==> config.mk <==
export PLATFORM = sky130hd
export DESIGN_NAME = alu_scan_display_flat
export DESIGN_NICKNAME = d
export VERILOG_FILES = /design/src/rtl/alu_scan_display_if.sv /design/src/rtl/alu_scan_display.sv /design/src/flat_wrapper.sv
export SDC_FILE = /design/constraint.sdc
export NUM_CORES = 1
export LEC_CHECK = 0
export BUFFER_PORTS_ARGS = -buffer_cell sky130_fd_sc_hd__buf_2
export CELL_PAD_IN_SITES_DETAIL_PLACEMENT = 0
export CELL_PAD_IN_SITES_GLOBAL_PLACEMENT = 1
export CORE_ASPECT_RATIO = 0.9
export CORE_UTILIZATION = 40
export CTS_CLUSTER_SIZE = 20
export DETAILED_ROUTE_END_ITERATION = 16
export PLACE_DENSITY_LB_ADDON = 0.1
export SLEW_MARGIN = 40
export SYNTH_ARGS = -nofsm -noshare
export SYNTH_HDL_FRONTEND = slang
export SYNTH_SLANG_ARGS = --single-unit
==> constraint.sdc <==
create_clock -name clk -period 2.47 [get_ports clk]
set_input_delay 0.494 -clock clk [delete_from_list [all_inputs] [get_ports clk]]
set_output_delay 0.494 -clock clk [all_outputs]
set_load 0.05 [all_outputs]
==> src/rtl/alu_scan_display_if.sv <==
// rtl/alu_scan_display_if.sv - operand/result inputs and 7-segment outputs of the scan display
//
// Purpose : bundles the ALU-facing inputs and the display-facing outputs
//           so they can be passed as one port.
// Signals : A      [3:0] operand A (shown on digit 3)
//           B      [3:0] operand B (shown on digit 2)
//           Result [7:0] ALU result (digits 1 and 0)
//           an     [3:0] digit enables, active-low
//           seg    [6:0] segments {g,f,e,d,c,b,a}, active-low
//           dp           decimal point, active-low
// Modports: master drives A/B/Result and observes the display,
//           slave is the display controller.
interface alu_scan_display_if;
   logic [3:0] A;
   logic [3:0] B;
   logic [7:0] Result;
   logic [3:0] an;
   logic [6:0] seg;
   logic       dp;

   modport master (output A, output B, output Result,
                   input  an, input  seg, input  dp);
   modport slave  (input  A, input  B, input  Result,
                   output an, output seg, output dp);
endinterface

==> src/rtl/alu_scan_display.sv <==
// rtl/alu_scan_display.sv - time-multiplexed 4-digit hex display of A, B and an 8-bit ALU result
//
// Purpose : scans four active-low 7-segment digits, DIV clock cycles per
//           digit. Digit 3 = A, digit 2 = B (decimal point lit),
//           digit 1 = Result[7:4], digit 0 = Result[3:0]. Inputs are
//           captured into shadow registers only when the scan wraps so a
//           whole scan always shows one consistent snapshot.
// Params  : DIV  clock cycles each digit is driven (2 .. 2^20)
// Ports   : clk   system clock, rising edge
//           btnC  asynchronous active-high reset
//           bus   alu_scan_display_if.slave (A, B, Result in; an, seg, dp out)
// Config  : LEADING_ZERO_BLANK_EN - when defined, digit 1 is blanked while
//           the captured Result[7:4] is zero. Timing and capture unchanged.
module alu_scan_display #(
   parameter int DIV = 100000
) (
   input  logic                clk,
   input  logic                btnC,
   alu_scan_display_if.slave   bus
);

   localparam int PW = (DIV > 1) ? $clog2(DIV) : 1;

   logic [PW-1:0] r_presc;
   logic [1:0]    r_idx;
   logic [3:0]    r_sh_a;
   logic [3:0]    r_sh_b;
   logic [7:0]    r_sh_res;
   logic [3:0]    r_an;
   logic [6:0]    r_seg;
   logic          r_dp;

   logic          w_tick;
   logic [3:0]    w_nib;
   logic          w_blank;
   logic [3:0]    w_an_nxt;
   logic [6:0]    w_seg_nxt;
   logic          w_dp_nxt;

   function automatic logic [6:0] hex_glyph(input logic [3:0] v);
      logic [6:0] g;
      case (v)
         4'h0: g = 7'b1000000;
         4'h1: g = 7'b1111001;
         4'h2: g = 7'b0100100;
         4'h3: g = 7'b0110000;
         4'h4: g = 7'b0011001;
         4'h5: g = 7'b0010010;
         4'h6: g = 7'b0000010;
         4'h7: g = 7'b1111000;
         4'h8: g = 7'b0000000;
         4'h9: g = 7'b0010000;
         4'hA: g = 7'b0001000;
         4'hB: g = 7'b0000011;
         4'hC: g = 7'b1000110;
         4'hD: g = 7'b0100001;
         4'hE: g = 7'b0000110;
         default: g = 7'b0001110;
      endcase
      return g;
   endfunction

   assign w_tick = (r_presc == PW'(DIV - 1));

   // Scan timing and shadow capture. Capture happens on the same tick that
   // wraps the index 3->0, so digit 0 of the new scan already sees it.
   always_ff @(posedge clk or posedge btnC) begin
      if (btnC) begin
         r_presc  <= '0;
         r_idx    <= 2'd0;
         r_sh_a   <= 4'h0;
         r_sh_b   <= 4'h0;
         r_sh_res <= 8'h00;
      end else begin
         if (w_tick) begin
            r_presc <= '0;
            r_idx   <= r_idx + 2'd1;
            if (r_idx == 2'd3) begin
               r_sh_a   <= bus.A;
               r_sh_b   <= bus.B;
               r_sh_res <= bus.Result;
            end
         end else begin
            r_presc <= r_presc + PW'(1);
         end
      end
   end

   // Decode of the current index and shadows; registered below, which gives
   // the one-cycle lag between an index change and the an change.
   always_comb begin
      w_nib     = 4'h0;
      w_blank   = 1'b0;
      w_an_nxt  = 4'b1111;
      w_seg_nxt = 7'b1111111;
      w_dp_nxt  = 1'b1;

      case (r_idx)
         2'd0:    w_nib = r_sh_res[3:0];
         2'd1:    w_nib = r_sh_res[7:4];
         2'd2:    w_nib = r_sh_b;
         default: w_nib = r_sh_a;
      endcase

`ifdef LEADING_ZERO_BLANK_EN
      w_blank = (r_idx == 2'd1) && (r_sh_res[7:4] == 4'h0);
`else
      w_blank = 1'b0;
`endif

      if (!w_blank) begin
         w_an_nxt          = 4'b1111;
         w_an_nxt[r_idx]   = 1'b0;
         w_seg_nxt         = hex_glyph(w_nib);
         w_dp_nxt          = (r_idx == 2'd2) ? 1'b0 : 1'b1;
      end
   end

   always_ff @(posedge clk or posedge btnC) begin
      if (btnC) begin
         r_an  <= 4'b1111;
         r_seg <= 7'b1111111;
         r_dp  <= 1'b1;
      end else begin
         r_an  <= w_an_nxt;
         r_seg <= w_seg_nxt;
         r_dp  <= w_dp_nxt;
      end
   end

   assign bus.an  = r_an;
   assign bus.seg = r_seg;
   assign bus.dp  = r_dp;

endmodule

==> src/flat_wrapper.sv <==
// flat-port wrapper written by rule: the top's interface ports become plain ports
module alu_scan_display_flat 
#(
   parameter int DIV = 100000
)
  (clk, btnC, bus_A, bus_B, bus_Result, bus_an, bus_seg, bus_dp);
  alu_scan_display_if bus_i ();
  input  logic clk;
  input  logic btnC;
  input wire logic [$bits(bus_i.A)-1:0] bus_A;
  input wire logic [$bits(bus_i.B)-1:0] bus_B;
  input wire logic [$bits(bus_i.Result)-1:0] bus_Result;
  output wire logic [$bits(bus_i.an)-1:0] bus_an;
  output wire logic [$bits(bus_i.seg)-1:0] bus_seg;
  output wire logic [$bits(bus_i.dp)-1:0] bus_dp;
  assign bus_i.A = bus_A;
  assign bus_i.B = bus_B;
  assign bus_i.Result = bus_Result;
  assign bus_an = bus_i.an;
  assign bus_seg = bus_i.seg;
  assign bus_dp = bus_i.dp;
  alu_scan_display #(.DIV(DIV)) u_core (.clk(clk), .btnC(btnC), .bus(bus_i));
endmodule
Word-level counts from Yosys, hierarchy flattened --
Memories as Yosys holds them, arrays and structs flattened. A register that Yosys moved wholly into a read port is not among the register bits. Index checks and enable logic that the tools add are counted.
Storage, ports and cells: bits in registers 40, bits in read-only memories 112, output and inout port bits 12, memories 1
Cells by class: add/subtract/negate cells 2, $lt $le $gt $ge 2, eq/ne operators 4, muxes and demuxes 5, bitwise gates (word level) 1, reductions and logical operators 3
Memory list:
- (name not given) | depth 16, width 7, read ports 1, clocked after memory_dff 1, wr ports 0, line alu_scan_display.sv:42 | case (v)
Operators by type and width (number):
- $add 17x1->17 const B | 1
- $eq 17x17->1 const B | 1
- $mux 17 | 1
- $pmux 4 s3 | 1
- $eq 2x2->1 const B | 2
- $not 4->4 | 1
- $lt 2x3->1 const B | 1
- $add 2x1->2 const B | 1
- $demux 1 s2 | 1
- $eq 2x1->1 const B | 1
- $ge 2x1->1 const B | 1
- $logic_not 2->1 | 1
- $mux 1 | 2
- $reduce_and 2->1 | 1
- $logic_and 1x1->1 | 1

Longest topological paths before layout --
Gate-level depths: netlist of the first run.
depth in word-level cells 5, mapped depth 9

Worst setup path after synthesis of the first run --
No wires, ideal clock.
kind register to register, from register u_core.r_idx[0], to register u_core.r_seg[0], in the netlist u_core.bus.seg[0], arrival 1945 ps, required time 2387 ps, setup slack 442 ps, cell stages (with the launch flop) 10, buffers on the path 0, clock period less this slack 2028 ps, path through dfrtp_1 > inv_1 > ha_1 > a22oi_1 > nand2_1 > mux2i_1 > inv_1 > ha_1 > and3_1 > a221o_1
On the way: longest elaborated chain between the ends 2, elaborated cells between the ends (all ways) 4, classes of those cells eq/ne (2); mux (1); reduce/logical (1)
RTL lines:
- from (decl) | line alu_scan_display.sv:25 | logic [1:0] r_idx;
- from (signal assigned) | line alu_scan_display.sv:77 | r_idx <= r_idx + 2'd1;
- $eq 2x2->1, or another cell as far along | line alu_scan_display.sv:98 | case (r_idx)
- $pmux 4 s3 (*) | line alu_scan_display.sv:98
- to (decl) | line alu_scan_display.sv:30 | logic [6:0] r_seg;
Mark *: on every way between the ends. The rest lies on a longest branch, timed or not. A chain may end at the register's enable or synchronous reset.

Final worst setup path of the first run --
Ends and elaborated chain as after synthesis.

==> results of run 1 <==
==> per-layer routing <==
layer  vias to the layer above  global-route usage [%]  wire [um]
met5                         -                       0          0
met4                         0                    4.68         42
met3                         5                    3.93        161
met2                        30                    23.9       1920
met1                       723                    21.6       2010
li1                        724                       -          -
==> placed cells by master (no fill, tap or decap), types with 2 or more instances in the layout <==
| master | n |
|---|---|
| or3_1 | 3 |
| dfrtp_1 | 35 |
| nand4_1 | 5 |
| buf_4 | 6 |
| or4_1 | 2 |
| o22ai_1 | 4 |
| mux2_4 | 11 |
| xor2_1 | 5 |
| mux2_2 | 8 |
| nor2_1 | 11 |
| nor3_1 | 4 |
| o21ai_0 | 2 |
| a21oi_1 | 2 |
| clkbuf_8 | 5 |
| buf_2 | 29 |
| xnor2_1 | 10 |
| nand2_1 | 9 |
| nand3_1 | 7 |
| dfstp_2 | 11 |
| inv_1 | 14 |
| mux2i_1 | 10 |
| ha_1 | 12 |
| a222oi_1 | 3 |
==> cells in the mapped netlist <==
library cell,number,area share [%]
dfrtp_1,35,38
inv_1,15,2.4
ha_1,12,6.5
dfstp_2,11,12
nor2_1,11,1.8
mux2_4,10,6.5
mux2i_1,10,4.3
xnor2_1,10,3.8
mux2_2,9,4.4
nand2_1,9,1.5
nand3_1,7,1.5
nand4_1,5,1.3
xor2_1,5,1.9
nor3_1,4,0.86
o22ai_1,4,1.1
a222oi_1,3,1.3
buf_6,3,1.5
or3_1,3,0.81
a21oi_1,2,0.43
clkbuf_1,2,0.32
o21ai_0,2,0.43
or4_1,2,0.65
a221o_1,1,0.43
a22oi_1,1,0.32
and2_1,1,0.27
and3_1,1,0.27
and3_2,1,0.32
and4_2,1,0.43
buf_1,1,0.16
buf_12,1,0.86
buf_2,1,0.22
buf_4,1,0.32
nand2b_1,1,0.27
nor2b_1,1,0.27
nor4_1,1,0.27
nor4_2,1,0.54
nor4b_4,1,1.0
o31ai_1,1,0.32
or2_2,1,0.27
==> sequential cells by signal (all words and copies together), names as in the netlist <==
signal and cells:
u_core.r_presc 17, u_core.bus.an 4, u_core.r_sh_b 4, u_core.r_idx 2, u_core.r_sh_res 8, u_core.bus.seg 7, u_core.r_sh_a 4
==> critical path, cell delays in order, from the launching register on <==
cell and delay [ns]:
dfrtp_1 0.42, inv_1 0.10, ha_1 0.27, a222oi_1 0.47, mux2_4 0.28, inv_1 0.08, ha_1 0.22, and3_1 0.16
a221o_1 0.26
==> power breakdown <==
group	total, mW	internal [mW]	switching, mW
combinational	0.143	0.0551	0.0875
clock	0.464	0.199	0.264
sequential	0.793	0.783	0.00973
==> cell type report <==
cell class                      count  area [um2]  area share (%)
Clock buffer                        5        68.8            2.64
Clock inverter                      3        21.3           0.815
Inverter                           15        56.3            2.16
Multi-Input combinational cell    121        1020            39.2
Sequential cell                    46        1160            44.7
Tap cell                           67        83.8            3.21
Timing Repair Buffer               35         190            7.29
==> kinds of logic after synthesis <==
kind of cell | count (synthesis) | share of synthesized area (%)
AOI/OAI and AO/OA | 14 | 4.32
xor gates and xnor gates | 15 | 5.67
adders and majority gates | 12 | 6.48
buffers and inverters | 24 | 5.77
DFF | 46 | 50.2
muxes | 29 | 15.2
and+or+nand+nor | 51 | 12.4
==> worst max path at each step <==
| stage | to | slack, ns | depth (start not counted) |
|---|---|---|---|
| 2_1_floorplan | u_core.bus.seg[0] | 0.44 | 9 |
| 3_3_place_gp | u_core.bus.seg[0] | 0.35 | 8 |
| 3_5_place_dp | u_core.bus.seg[0] | 0.11 | 8 |
| 4_1_cts | u_core.bus.seg[0] | 0.09 | 8 |
| 5_1_grt | u_core.bus.seg[0] | 0.005 | 8 |
| 6_report | u_core.bus.seg[0] | 0.15 | 8 |
==> per-stage QoR <==
step           instance area, um2  utilization, %  setup WS (ns)
2_1_floorplan                2320               -          0.442
3_3_place_gp                 2510            46.5          0.352
3_5_place_dp                 2510            46.5          0.107
4_1_cts                      2610            48.1         0.0913
5_1_grt                      2610            48.2        0.00533
6_report                     2610            48.2          0.150
==> repair_timing <==
action                                  4_1_cts  5_1_grt
buffers inserted                              0        0
endpoints found under the setup margin        0        1
hold buffers                                  0        0
gates resized for setup                       0        1
==> results.cfg, run 1 <==
[sta]
finalHoldViolations = 0
clock.fmax_mhz = 431
whs_ns = 0.312
rsz0062_at_grt = no
fin_crit_sh_pct = 93.9
fin_setup_tns_ns = 0
maxSlewViolCount = 0
setup_viol = 0
worstMarginPinSlew_ns = 0.732
fin_worst_skew_ns = 0.00480
period_needed_ns = 2.32
relSlewSlack_pct = 49.8

[hold_path]
hold_class = in2async

[floorplanning]
die_area_mm2 = 0.00611
die_h_um = 74.2
core-area_mm2 = 0.00541
num_io_pins = 30
die_width_um = 82.3
row_count = 25
start_util_pct = 42.8

[global_routing]
grt_max_degree = 47
grt_pass1_vias = 1499
grt.overflow.total = 0
grt_usage_pct = 15.5
grt_pass1_wl_mm = 7.07
antenna_found_initial = 0

[route]
antenna_left = 0
via_per_inst = 5.08
wl_per_cell_um = 14.1
drcViolationCount = 0
drt_wl_total_mm = 4.13
first_pass_iters = 5
drtIter0Drc = 64
num_vias = 1482

[flow_run]
maxCapViolations = 0

[setup_path]
start_kind = flip-flop
reg2reg_setup_slack_ns = 0.15
cp-end-kind = flip-flop
crit_start = u_core.r_idx[0]
rr_worst_depth = 8
critPathArrivalTime_ns = 2.55
reg2reg_to = u_core.bus.seg[0]
crit_required_ns = 2.70
r2r_start = u_core.r_idx[0]
path_class = reg2reg
path_max_fanout = 6

[cells_and_area]
nNetsFinal = 254
nFillCells = 508
drive_above_1_share_pct = 34.7
diodes = 0
syn_to_final_growth_pct = 12.5
final_cells = 292

[synth]
ys_ff_latch = 46
syn-mean-instance-area_um2 = 12.1
yosysUniqueCellTypes = 39
syn_inst = 191
ys_seq_area_share_pct = 50.2
yosys_warnings = 0
syn-cell-area_mm2 = 0.00232
synth_fp_nets = 221

[clocking]
cts_tree = done
clkLatencyLatePin_ns = 0.29
cts.sinks = 46
cts-root-buf = clkbuf_8
cts_max_path_buffers = 2
htreeDepth = 2
cts_made_buffers = 5
path_clk_slew_ns = 0.09

[placed_design]
finalWeightedCongestion = 0.804
dp_hpwl_mm = 3.01
dp_cells = 284
numPortBuffers = 29

[power]
power_density_mw_per_mm2 = 536
vdd.ir_drop.worst_v = 0.000412
total_power_mw = 1.40
p_leak_nw = 1.21

[outcome]
outcome = completed
Note: power is estimated with default switching activity, not from simulation.
==> inputs of run 2 (changes only) <==
--- a/config.mk
+++ b/config.mk
@@ -12,7 +12,8 @@
 export CORE_UTILIZATION = 40
 export CTS_CLUSTER_SIZE = 20
 export DETAILED_ROUTE_END_ITERATION = 16
-export PLACE_DENSITY_LB_ADDON = 0.1
+export GPL_TIMING_DRIVEN = 0
+export PLACE_DENSITY = 0.73
 export SLEW_MARGIN = 40
 export SYNTH_ARGS = -nofsm -noshare
 export SYNTH_HDL_FRONTEND = slang
==> results.cfg, run 2 (synthesis gave the netlist of run 1 again) <==
[global_routing]
grt_pass1_vias = 1442
grt.overflow.total = 0
grt_max_degree = 33
grt_pass1_wl_mm = 7.07
grt_usage_pct = 15.6
antenna_found_initial = 0

[floorplanning]
core-area_mm2 = 0.00541
die_area_mm2 = 0.00611
start_util_pct = 42.8
row_count = 25
die_width_um = 82.3
num_io_pins = 30
die_h_um = 74.2

[hold_path]
hold_class = in2async

[setup_path]
worstPathCellList = inv_1, ha_1, a222oi_1, mux2_2, inv_1, ha_1, and3_1, a221o_1
path_class = reg2reg
path_max_fanout = 6
cp-end-kind = flip-flop
slowest_delay_ns = 0.42
start_kind = flip-flop
crit_slowest_cell = dfrtp_1
rr_worst_depth = 8
reg2reg_to = u_core.bus.seg[0]
r2r_start = u_core.r_idx[0]
reg2reg_setup_slack_ns = 0.12
critPathArrivalTime_ns = 2.57
crit_required_ns = 2.69

[placed_design]
pre_cts_slack_ns = 0.116
dp_cells = 288
dp_hpwl_mm = 3.09
finalWeightedCongestion = 0.739
numPortBuffers = 29

[route]
route.met3.wl_um = 158
drtIter0Drc = 75
drt_wl_total_mm = 4.19
drcViolationCount = 0
via_per_inst = 5.03
top_layer = met4
wl_met1_mm = 2.21
wl_per_cell_um = 14.1
first_pass_iters = 4
num_vias = 1488
antenna_left = 0
met2WireLength_mm = 1.77

[cells_and_area]
final_cells = 296
layout_commonest_cell = dfrtp_1
regMostFlops = u_core.r_presc
largest_reg_flops = 17
nFillCells = 506
drive_above_1_share_pct = 34.9
syn_to_final_growth_pct = 14.9
nNetsFinal = 258
final_cell_mix = dfrtp_1 (35), buf_2 (30), inv_1 (14)
diodes = 0

[sta]
worstMarginPinSlew_ns = 0.484
fin_setup_tns_ns = 0
fin_ws_ns = 0.120
relSlewSlack_pct = 67.7
maxSlewViolCount = 0
fin_crit_sh_pct = 95.2
whs_ns = 0.108
period_needed_ns = 2.35
clock.fmax_mhz = 425
setup_viol = 0
fin_worst_skew_ns = 0.00879
finalHoldViolations = 0
rsz0062_at_grt = no

[clocking]
post_cts.repair.setup_buffers = 0
cts_tree = done
cts_made_buffers = 5
cts_hold_buf = 0
cts-root-buf = clkbuf_8
cts.sinks = 46
cts_max_path_buffers = 2
path_clk_slew_ns = 0.09
htreeDepth = 2
clkLatencyLatePin_ns = 0.29
post_cts_resized = 0

[power]
power_density_mw_per_mm2 = 528
p_leak_nw = 1.24
vdd.ir_drop.worst_v = 0.000280

[flow_run]
maxCapViolations = 0

[outcome]
outcome = completed
==> run 2: layout make-up <==
class | instances | area (um2) | area share [%]
tap | 67 | 83.8 | 3.15
clock buffer | 7 | 86.3 | 3.24
timing repair buffer | 30 | 165 | 6.20
inverter | 15 | 58.8 | 2.21
multi-input combinational | 121 | 1020 | 38.4
clock inverter | 1 | 5.00 | 0.188
sequential | 46 | 1160 | 43.7
buffer | 9 | 77.6 | 2.91
==> run 2: layer usage <==
metal  track usage, %  vias up
met1             23.8      720
met3             3.44        7
li1                 -      732
met5                0        -
met4             5.26        0
met2             21.9       29
==> run 2: how the worst max path moves through the flow <==
stage	from	to	cells past startpoint
3_5_place_dp	u_core.r_idx[1]	u_core.bus.seg[0]	9
4_1_cts	u_core.r_idx[1]	u_core.bus.seg[0]	9
6_report	u_core.r_idx[0]	u_core.bus.seg[0]	8
3_3_place_gp	u_core.r_idx[0]	u_core.bus.seg[0]	9
5_1_grt	u_core.r_idx[0]	u_core.bus.seg[0]	8
2_1_floorplan	u_core.r_idx[0]	u_core.bus.seg[0]	9
==> run 2: stage by stage <==
step                      total power [mW]  instance area (um2)  utilization [%]
after detailed placement             0.953                 2570             47.5
after floorplan                      0.909                 2320                -
after global placement               0.945                 2550             47.1
after global routing                  1.47                 2670             49.2
final                                 1.41                 2670             49.2
after CTS                             1.43                 2660             49.2
==> run 2: power breakdown <==
group          internal, mW  total, mW  switching, mW
logic                0.0550      0.143         0.0878
clock network         0.226      0.472          0.246
registers             0.783      0.794         0.0105
total                  1.06       1.41          0.344
==> run 2: critical path: cells and delay by family (launching register included) <==
kind / cells / cell delay [ns]
AND/OR/NAND/NOR: 1 / 0.16
adder cells (fa/ha/maj): 2 / 0.54
flip-flops: 1 / 0.42
buffers and inverters: 2 / 0.22
multiplexers: 1 / 0.30
AO/OA/AOI/OAI: 2 / 0.65
